$ cat src/rtl/lan_egress_formatter.sv
// lan_egress_formatter
// Egress formatter between the to_nb switch and the LAN router. Each packet's
// route is decided once, on its first beat: dest IP 0 is dropped and counted,
// dest IP equal to the local IP is looped back toward the from_nb switch with a
// local-source TUSER, and everything else goes to the router with
// TUSER = {dest port, dest IP}. A single output register stage gives one cycle
// of latency and full throughput.
//
// state      | meaning
// -----------+-------------------------------------------------------------
// IDLE       | waiting for the first beat of a packet; route decided here
// FWD_ROUTER | forwarding remaining beats to the LAN router
// FWD_LOOP   | forwarding remaining beats to the loopback (from_nb) port
// DROP       | discarding remaining beats of a dest-IP-0 packet
module lan_egress_formatter #(
    parameter int AXIS_DATA_WIDTH          = 64,
    parameter int AXIS_KEEP_WIDTH          = AXIS_DATA_WIDTH / 8,
    parameter int AXIS_TDEST_WIDTH         = 8,
    parameter int IP_ADDRESS_WIDTH         = 32,
    parameter int IP_PORT_WIDTH            = 16,
    parameter int AXIS_TO_NB_TUSER_WIDTH   = 64,
    parameter int AXIS_LAN_TUSER_WIDTH     = 48,
    parameter int AXIS_FROM_NB_TUSER_WIDTH = 64
) (
    input  logic                                i_clk,
    input  logic                                i_ap_rst,
    input  logic [IP_ADDRESS_WIDTH-1:0]         i_local_ip_address,
    input  logic [IP_PORT_WIDTH-1:0]            i_LAN_port_number,

    input  logic                                from_switch_tvalid,
    output logic                                from_switch_tready,
    input  logic [AXIS_DATA_WIDTH-1:0]          from_switch_tdata,
    input  logic [AXIS_KEEP_WIDTH-1:0]          from_switch_tkeep,
    input  logic [AXIS_TDEST_WIDTH-1:0]         from_switch_tid,
    input  logic [AXIS_TDEST_WIDTH-1:0]         from_switch_tdest,
    input  logic [AXIS_TO_NB_TUSER_WIDTH-1:0]   from_switch_tuser,
    input  logic                                from_switch_tlast,

    output logic                                to_router_tvalid,
    input  logic                                to_router_tready,
    output logic [AXIS_DATA_WIDTH-1:0]          to_router_tdata,
    output logic [AXIS_KEEP_WIDTH-1:0]          to_router_tkeep,
    output logic [AXIS_TDEST_WIDTH-1:0]         to_router_tid,
    output logic [AXIS_TDEST_WIDTH-1:0]         to_router_tdest,
    output logic [AXIS_LAN_TUSER_WIDTH-1:0]     to_router_tuser,
    output logic                                to_router_tlast,

    output logic                                to_loopback_tvalid,
    input  logic                                to_loopback_tready,
    output logic [AXIS_DATA_WIDTH-1:0]          to_loopback_tdata,
    output logic [AXIS_KEEP_WIDTH-1:0]          to_loopback_tkeep,
    output logic [AXIS_TDEST_WIDTH-1:0]         to_loopback_tid,
    output logic [AXIS_TDEST_WIDTH-1:0]         to_loopback_tdest,
    output logic [AXIS_FROM_NB_TUSER_WIDTH-1:0] to_loopback_tuser,
    output logic                                to_loopback_tlast,

    output logic [15:0]                         o_drop_count
);

    typedef enum logic [1:0] {
        IDLE       = 2'd0,
        FWD_ROUTER = 2'd1,
        FWD_LOOP   = 2'd2,
        DROP       = 2'd3
    } state_t;

    state_t                              state;

    // Output register stage; out_sel = 1 selects the loopback port.
    logic                                out_vld;
    logic                                out_sel;
    logic [AXIS_DATA_WIDTH-1:0]          out_data;
    logic [AXIS_KEEP_WIDTH-1:0]          out_keep;
    logic [AXIS_TDEST_WIDTH-1:0]         out_id;
    logic [AXIS_TDEST_WIDTH-1:0]         out_dest;
    logic [AXIS_FROM_NB_TUSER_WIDTH-1:0] out_user;
    logic                                out_last;

    // Per-packet values captured on the first beat.
    logic [IP_ADDRESS_WIDTH-1:0]         lat_dest_ip;
    logic [IP_PORT_WIDTH-1:0]            lat_dest_port;
    logic [IP_ADDRESS_WIDTH-1:0]         lat_local_ip;
    logic [IP_PORT_WIDTH-1:0]            lat_lan_port;

    logic [IP_ADDRESS_WIDTH-1:0]         in_dest_ip;
    logic [IP_PORT_WIDTH-1:0]            in_dest_port;
    logic                                in_is_drop;
    logic                                in_is_loop;
    logic                                sel_tready;
    logic                                out_fire;
    logic                                accept;
    logic                                load_en;
    logic                                load_sel;
    logic [AXIS_FROM_NB_TUSER_WIDTH-1:0] load_user;

    // The source port carried on input TUSER has no use on either egress path.
    logic                                unused_src_port;

    assign unused_src_port = ^from_switch_tuser[63:48];

    assign in_dest_ip   = from_switch_tuser[31:0];
    assign in_dest_port = from_switch_tuser[47:32];
    assign in_is_drop   = (in_dest_ip == '0);
    assign in_is_loop   = (in_dest_ip == i_local_ip_address);

    assign sel_tready = out_sel ? to_loopback_tready : to_router_tready;
    assign out_fire   = out_vld && sel_tready;

    // DROP discards unconditionally, so it never waits on the output stage.
    assign from_switch_tready = (state == DROP) || !out_vld || sel_tready;
    assign accept             = from_switch_tvalid && from_switch_tready;

    // Decide whether the accepted beat loads the output stage and with which TUSER.
    always_comb begin
        load_en   = 1'b0;
        load_sel  = 1'b0;
        load_user = '0;
        case (state)
            IDLE: begin
                if (accept && !in_is_drop) begin
                    load_en   = 1'b1;
                    load_sel  = in_is_loop;
                    load_user = in_is_loop
                              ? {in_dest_port, i_LAN_port_number, i_local_ip_address}
                              : {16'h0000, in_dest_port, in_dest_ip};
                end
            end
            FWD_ROUTER: begin
                if (accept) begin
                    load_en   = 1'b1;
                    load_user = {16'h0000, lat_dest_port, lat_dest_ip};
                end
            end
            FWD_LOOP: begin
                if (accept) begin
                    load_en   = 1'b1;
                    load_sel  = 1'b1;
                    load_user = {lat_dest_port, lat_lan_port, lat_local_ip};
                end
            end
            default: begin
                load_en = 1'b0;
            end
        endcase
    end

    // Routing FSM, output register stage, per-packet latches and drop counter.
    always_ff @(posedge i_clk) begin
        if (i_ap_rst) begin
            state         <= IDLE;
            out_vld       <= 1'b0;
            out_sel       <= 1'b0;
            out_data      <= '0;
            out_keep      <= '0;
            out_id        <= '0;
            out_dest      <= '0;
            out_user      <= '0;
            out_last      <= 1'b0;
            lat_dest_ip   <= '0;
            lat_dest_port <= '0;
            lat_local_ip  <= '0;
            lat_lan_port  <= '0;
            o_drop_count  <= '0;
        end else begin
            if (load_en) begin
                out_vld  <= 1'b1;
                out_sel  <= load_sel;
                out_data <= from_switch_tdata;
                out_keep <= from_switch_tkeep;
                out_id   <= from_switch_tid;
                out_dest <= from_switch_tdest;
                out_user <= load_user;
                out_last <= from_switch_tlast;
            end else if (out_fire) begin
                out_vld <= 1'b0;
            end

            case (state)
                IDLE: begin
                    if (accept) begin
                        lat_dest_ip   <= in_dest_ip;
                        lat_dest_port <= in_dest_port;
                        lat_local_ip  <= i_local_ip_address;
                        lat_lan_port  <= i_LAN_port_number;
                        if (in_is_drop) begin
                            if (o_drop_count != 16'hFFFF) begin
                                o_drop_count <= o_drop_count + 16'd1;
                            end
                            if (!from_switch_tlast) begin
                                state <= DROP;
                            end
                        end else if (!from_switch_tlast) begin
                            state <= in_is_loop ? FWD_LOOP : FWD_ROUTER;
                        end
                    end
                end
                default: begin
                    if (accept && from_switch_tlast) begin
                        state <= IDLE;
                    end
                end
            endcase
        end
    end

    assign to_router_tvalid = out_vld && !out_sel;
    assign to_router_tdata  = out_data;
    assign to_router_tkeep  = out_keep;
    assign to_router_tid    = out_id;
    assign to_router_tdest  = out_dest;
    assign to_router_tuser  = out_user[AXIS_LAN_TUSER_WIDTH-1:0];
    assign to_router_tlast  = out_last;

    assign to_loopback_tvalid = out_vld && out_sel;
    assign to_loopback_tdata  = out_data;
    assign to_loopback_tkeep  = out_keep;
    assign to_loopback_tid    = out_id;
    assign to_loopback_tdest  = out_dest;
    assign to_loopback_tuser  = out_user;
    assign to_loopback_tlast  = out_last;

endmodule

$ cat config.mk
export PLATFORM = sky130hd
export DESIGN_NAME = lan_egress_formatter
export DESIGN_NICKNAME = d
export VERILOG_FILES = /design/src/rtl/lan_egress_formatter.sv
export SDC_FILE = /design/constraint.sdc
export NUM_CORES = 1
export LEC_CHECK = 0
export BUFFER_PORTS_ARGS = -buffer_cell sky130_fd_sc_hd__buf_2
export CAP_MARGIN = 20
export CORE_AREA = 3 3 200 202
export DETAILED_ROUTE_END_ITERATION = 6
export DIE_AREA = 0 0 203 205
export RECOVER_POWER = 100
export SLEW_MARGIN = 10
export SYNTH_ARGS = -nofsm -noshare
export SYNTH_HDL_FRONTEND = slang
export SYNTH_SLANG_ARGS = --single-unit
$ cat constraint.sdc
create_clock -name i_clk -period 2.3 [get_ports i_clk]
set_input_delay 0.115 -clock i_clk [delete_from_list [all_inputs] [get_ports i_clk]]
set_output_delay 0.115 -clock i_clk [all_outputs]
set_load 0.03 [all_outputs]
==> impl_metrics.ini <==
[outcome]
outcome = complete, no violations

[place]
buffer_ports.inserted = 498
place.detailed.instances = 2295
dpl.hpwl_um = 32000
routabilityCongestion = 0.877

[global_route]
global_route.peak_usage_layer = met2
grt_use_total_pct = 20.8
globalRouteMet3Util_pct = 4.24
grt_start_max_net_pins = 90
use_met1_pct = 25.1
grt_pass1_vias = 11800
grt_overflow = 0
global_route.usage.met2_pct = 35.7
antenna_found_initial = 4
wire_length_of_the_first_global_routing_pass_um = 68600

[cts]
cts_max_path_buffers = 3
clkSinkCount = 269
clock_tree.root_cell = sky130_fd_sc_hd__clkbuf_16
clkSlewWorstSetupHoldPaths_ns = 0.06
cts_max_level = 1
cts_tree = yes
clock_network_latency_to_the_later_pin_of_the_worst_skew_pair_ns = 0.56
cts_made_buffers = 30

[floorplan]
die-height_um = 205
pin_count = 515
initial_utilization_pct = 31.4
die_width_um = 203
placementRows = 72
design.die.area_um2 = 41600
floorplan.core_area_um2 = 38500

[pwr]
power.density_nw_per_um2 = 797
leakage_nw = 6.71
vdd_ir_drop_max_mv = 0.565

[sta]
setup_repair_after_global_routing_missed_its_margin = false
finalCritPeriodShare_pct = 97.0
maxClockFrequency_mhz = 448
timing_hold_violations_final = 0
setup_viol_count_final = 0
fin_setup_tns_ns = 0
worst_clock_skew_ns = 0.00971
tightestPinTransition_ns = 0.768
max_slew_headroom_pct = 49.0
slew_viol_final = 0
final_period_minus_worst_setup_slack_ns = 2.23

[synthesis]
proportion_of_synthesized_chip_area_in_sequential_cells_pct = 44.6
syn-instance-count = 1462
synth_enable_flop_cells = 0
asyncSetResetFlopFracSynth_pct = 0
netlist.top_cell.by_area = sky130_fd_sc_hd__dfxtp_1
post-synth-top-count-cell = sky130_fd_sc_hd__nand2_1
mappedNetlistNets = 1674
post_synth.cell_area_avg_um2 = 8.27
synth_top_cells_by_count = 407 x sky130_fd_sc_hd__nand2_1, 269 x sky130_fd_sc_hd__dfxtp_1, 188 x sky130_fd_sc_hd__a21oi_1
netlist.area_leader.share_pct = 44.6
ys_dominant_reg_cell = sky130_fd_sc_hd__dfxtp_1
syn_area_um2 = 12100
synth.lib_cells_used.distinct = 35
ys_top_cells_by_area = sky130_fd_sc_hd__dfxtp_1 45%, sky130_fd_sc_hd__nand2_1 13%, sky130_fd_sc_hd__buf_4 8.9%
ys_warn_count = 0
yosys_register_bits = 269

[drt]
drt_iter0_drc = 833
vias = 12400
detail_route.first_pass.iterations = 5
drt_drc_violations_left = 0
wirelength_um = 47900
post_drt_wl_per_cell_um = 18.8
detail_route.vias_per_cell = 4.87
drt.antenna.violating_nets = 0

[worst_setup_path]
type_of_the_worst_setup_path = input port to register
startpoint_type = input port
timing.critical_path.fanout_max = 8
critical_path.endpoint_type = register
reg2reg_slack_ns = 0.13
worst_ep_required_time_ns = 2.78
critical_path_arrival_ns = 2.71

[flow_run]
max_cap_viol_count = 0

[hold_path]
worst_hold_path_type = input port to register

[final_layout]
num-nets-final = 2221
layout-area-overhead-vs-synth_pct = 42.8
final_layout_size_suffix_gt1_share_pct = 19.3
layoutNonFillerInstCount = 2555
[flip-flops by register name (all words and copies together) (netlist names), 8 cells and up]
name	flops
lat_dest_port	16
o_drop_count	16
to_loopback_tkeep	8
lat_dest_ip	32
to_loopback_tdata	64
to_loopback_tdest	8
lat_local_ip	32
to_loopback_tuser	64
lat_lan_port	16
to_loopback_tid	8
[report_power, final]
group	total [mW]	switching, mW	internal (mW)
clock	5.10	1.95	3.14
combinational	3.35	2.27	1.08
sequential	5.32	0.283	5.03
total	13.8	4.51	9.26
[per-stage QoR]
| step | hold WS, ns | instance area (um2) | power [mW] | util (%) | setup slack (ns) |
|---|---|---|---|---|---|
| 2_1_floorplan | 0.251 | 12100 | 7.60 | - | 0.0731 |
| 4_1_cts | 0.304 | 17300 | 13.9 | 45.0 | 0.00411 |
| 5_1_grt | 0.333 | 17300 | 14.3 | 44.9 | 0.00426 |
| 3_3_place_gp | 0.356 | 14400 | 8.46 | 37.3 | -0.0624 |
| 3_5_place_dp | 0.361 | 14400 | 8.49 | 37.3 | -0.0617 |
| 6_report | 0.308 | 17300 | 13.8 | 44.9 | 0.0693 |
[worst max-delay path: stages]
cell and delay (ns):
sky130_fd_sc_hd__dlygate4sd3_1 0.55, sky130_fd_sc_hd__buf_2 0.14, sky130_fd_sc_hd__xor2_1 0.18, sky130_fd_sc_hd__nor4_1 0.32, sky130_fd_sc_hd__buf_4 0.16, sky130_fd_sc_hd__nand4_1 0.19, sky130_fd_sc_hd__nor2_4 0.30, sky130_fd_sc_hd__clkbuf_16 0.23
sky130_fd_sc_hd__mux2_4 0.31, sky130_fd_sc_hd__a211oi_2 0.22
[routing by layer]
metal	wire (um)	share of wire [%]
met5	0	0
met3	3520	7.3
met2	23000	48
met1	19100	40
met4	2300	4.8
[cells by family (layout without fill, tap and decap cells)]
family	Yosys count	after routing	share of synthesized area, %
compound gates	327	327	18.9
fa+ha+maj	6	6	0.621
buf+inv	249	820	12.8
simple gates	545	545	18.1
other cells	0	4	0
flops	269	269	44.6
xor+xnor	48	48	3.48
mux	18	18	1.66
[what timing repair did]
item	4_1_cts	5_1_grt
hold buffers	189	0
pin swaps	0	14
endpoints found under the setup margin	14	171
setup buffers	0	8
hold endpoints to repair	250	0
gates resized for setup	2	31
gates cloned	0	5
[cell type report]
class,count,area (um2)
flip-flops and latches,269,5390
inverters,2,7.51
clock buffers,49,953
diodes,4,10.0
multi-input cells,944,5310
repair buffers,762,4830
fillers,3848,21200
clock inverters,7,113
well taps,518,648
[cells in the final DEF (no fill, tap or decap), types with 4 or more instances in the layout]
cell type and count:
sky130_fd_sc_hd__nand2_1 406, sky130_fd_sc_hd__buf_12 13, sky130_fd_sc_hd__and3_1 7, sky130_fd_sc_hd__buf_4 51
sky130_fd_sc_hd__nor4_2 6, sky130_fd_sc_hd__nor4_1 9, sky130_fd_sc_hd__diode_2 4, sky130_fd_sc_hd__nor2_1 82
sky130_fd_sc_hd__and2_1 4, sky130_fd_sc_hd__a221oi_1 45, sky130_fd_sc_hd__mux2_2 13, sky130_fd_sc_hd__dlygate4sd3_1 189
sky130_fd_sc_hd__clkbuf_8 11, sky130_fd_sc_hd__clkbuf_16 35, sky130_fd_sc_hd__dfxtp_1 267, sky130_fd_sc_hd__a211oi_1 24
sky130_fd_sc_hd__a211oi_2 41, sky130_fd_sc_hd__and4_1 4, sky130_fd_sc_hd__nand4_1 10, sky130_fd_sc_hd__buf_2 186
sky130_fd_sc_hd__clkbuf_1 318, sky130_fd_sc_hd__a32oi_1 16, sky130_fd_sc_hd__xor2_1 45, sky130_fd_sc_hd__nand3_1 7
sky130_fd_sc_hd__a21oi_1 188, sky130_fd_sc_hd__ha_1 6
[path summary, 6_finish.rpt]
path	from	to	cells after the start
setup / recovery	i_local_ip_address[1]	to_loopback_tuser[34]	10
setup reg to reg	state[0]	to_loopback_tuser[14]	9
hold reg to reg	lat_dest_ip[31]	lat_dest_ip[31]	2
hold / removal	to_loopback_tready	state[0]	6
(Power assumes the default switching activity.)
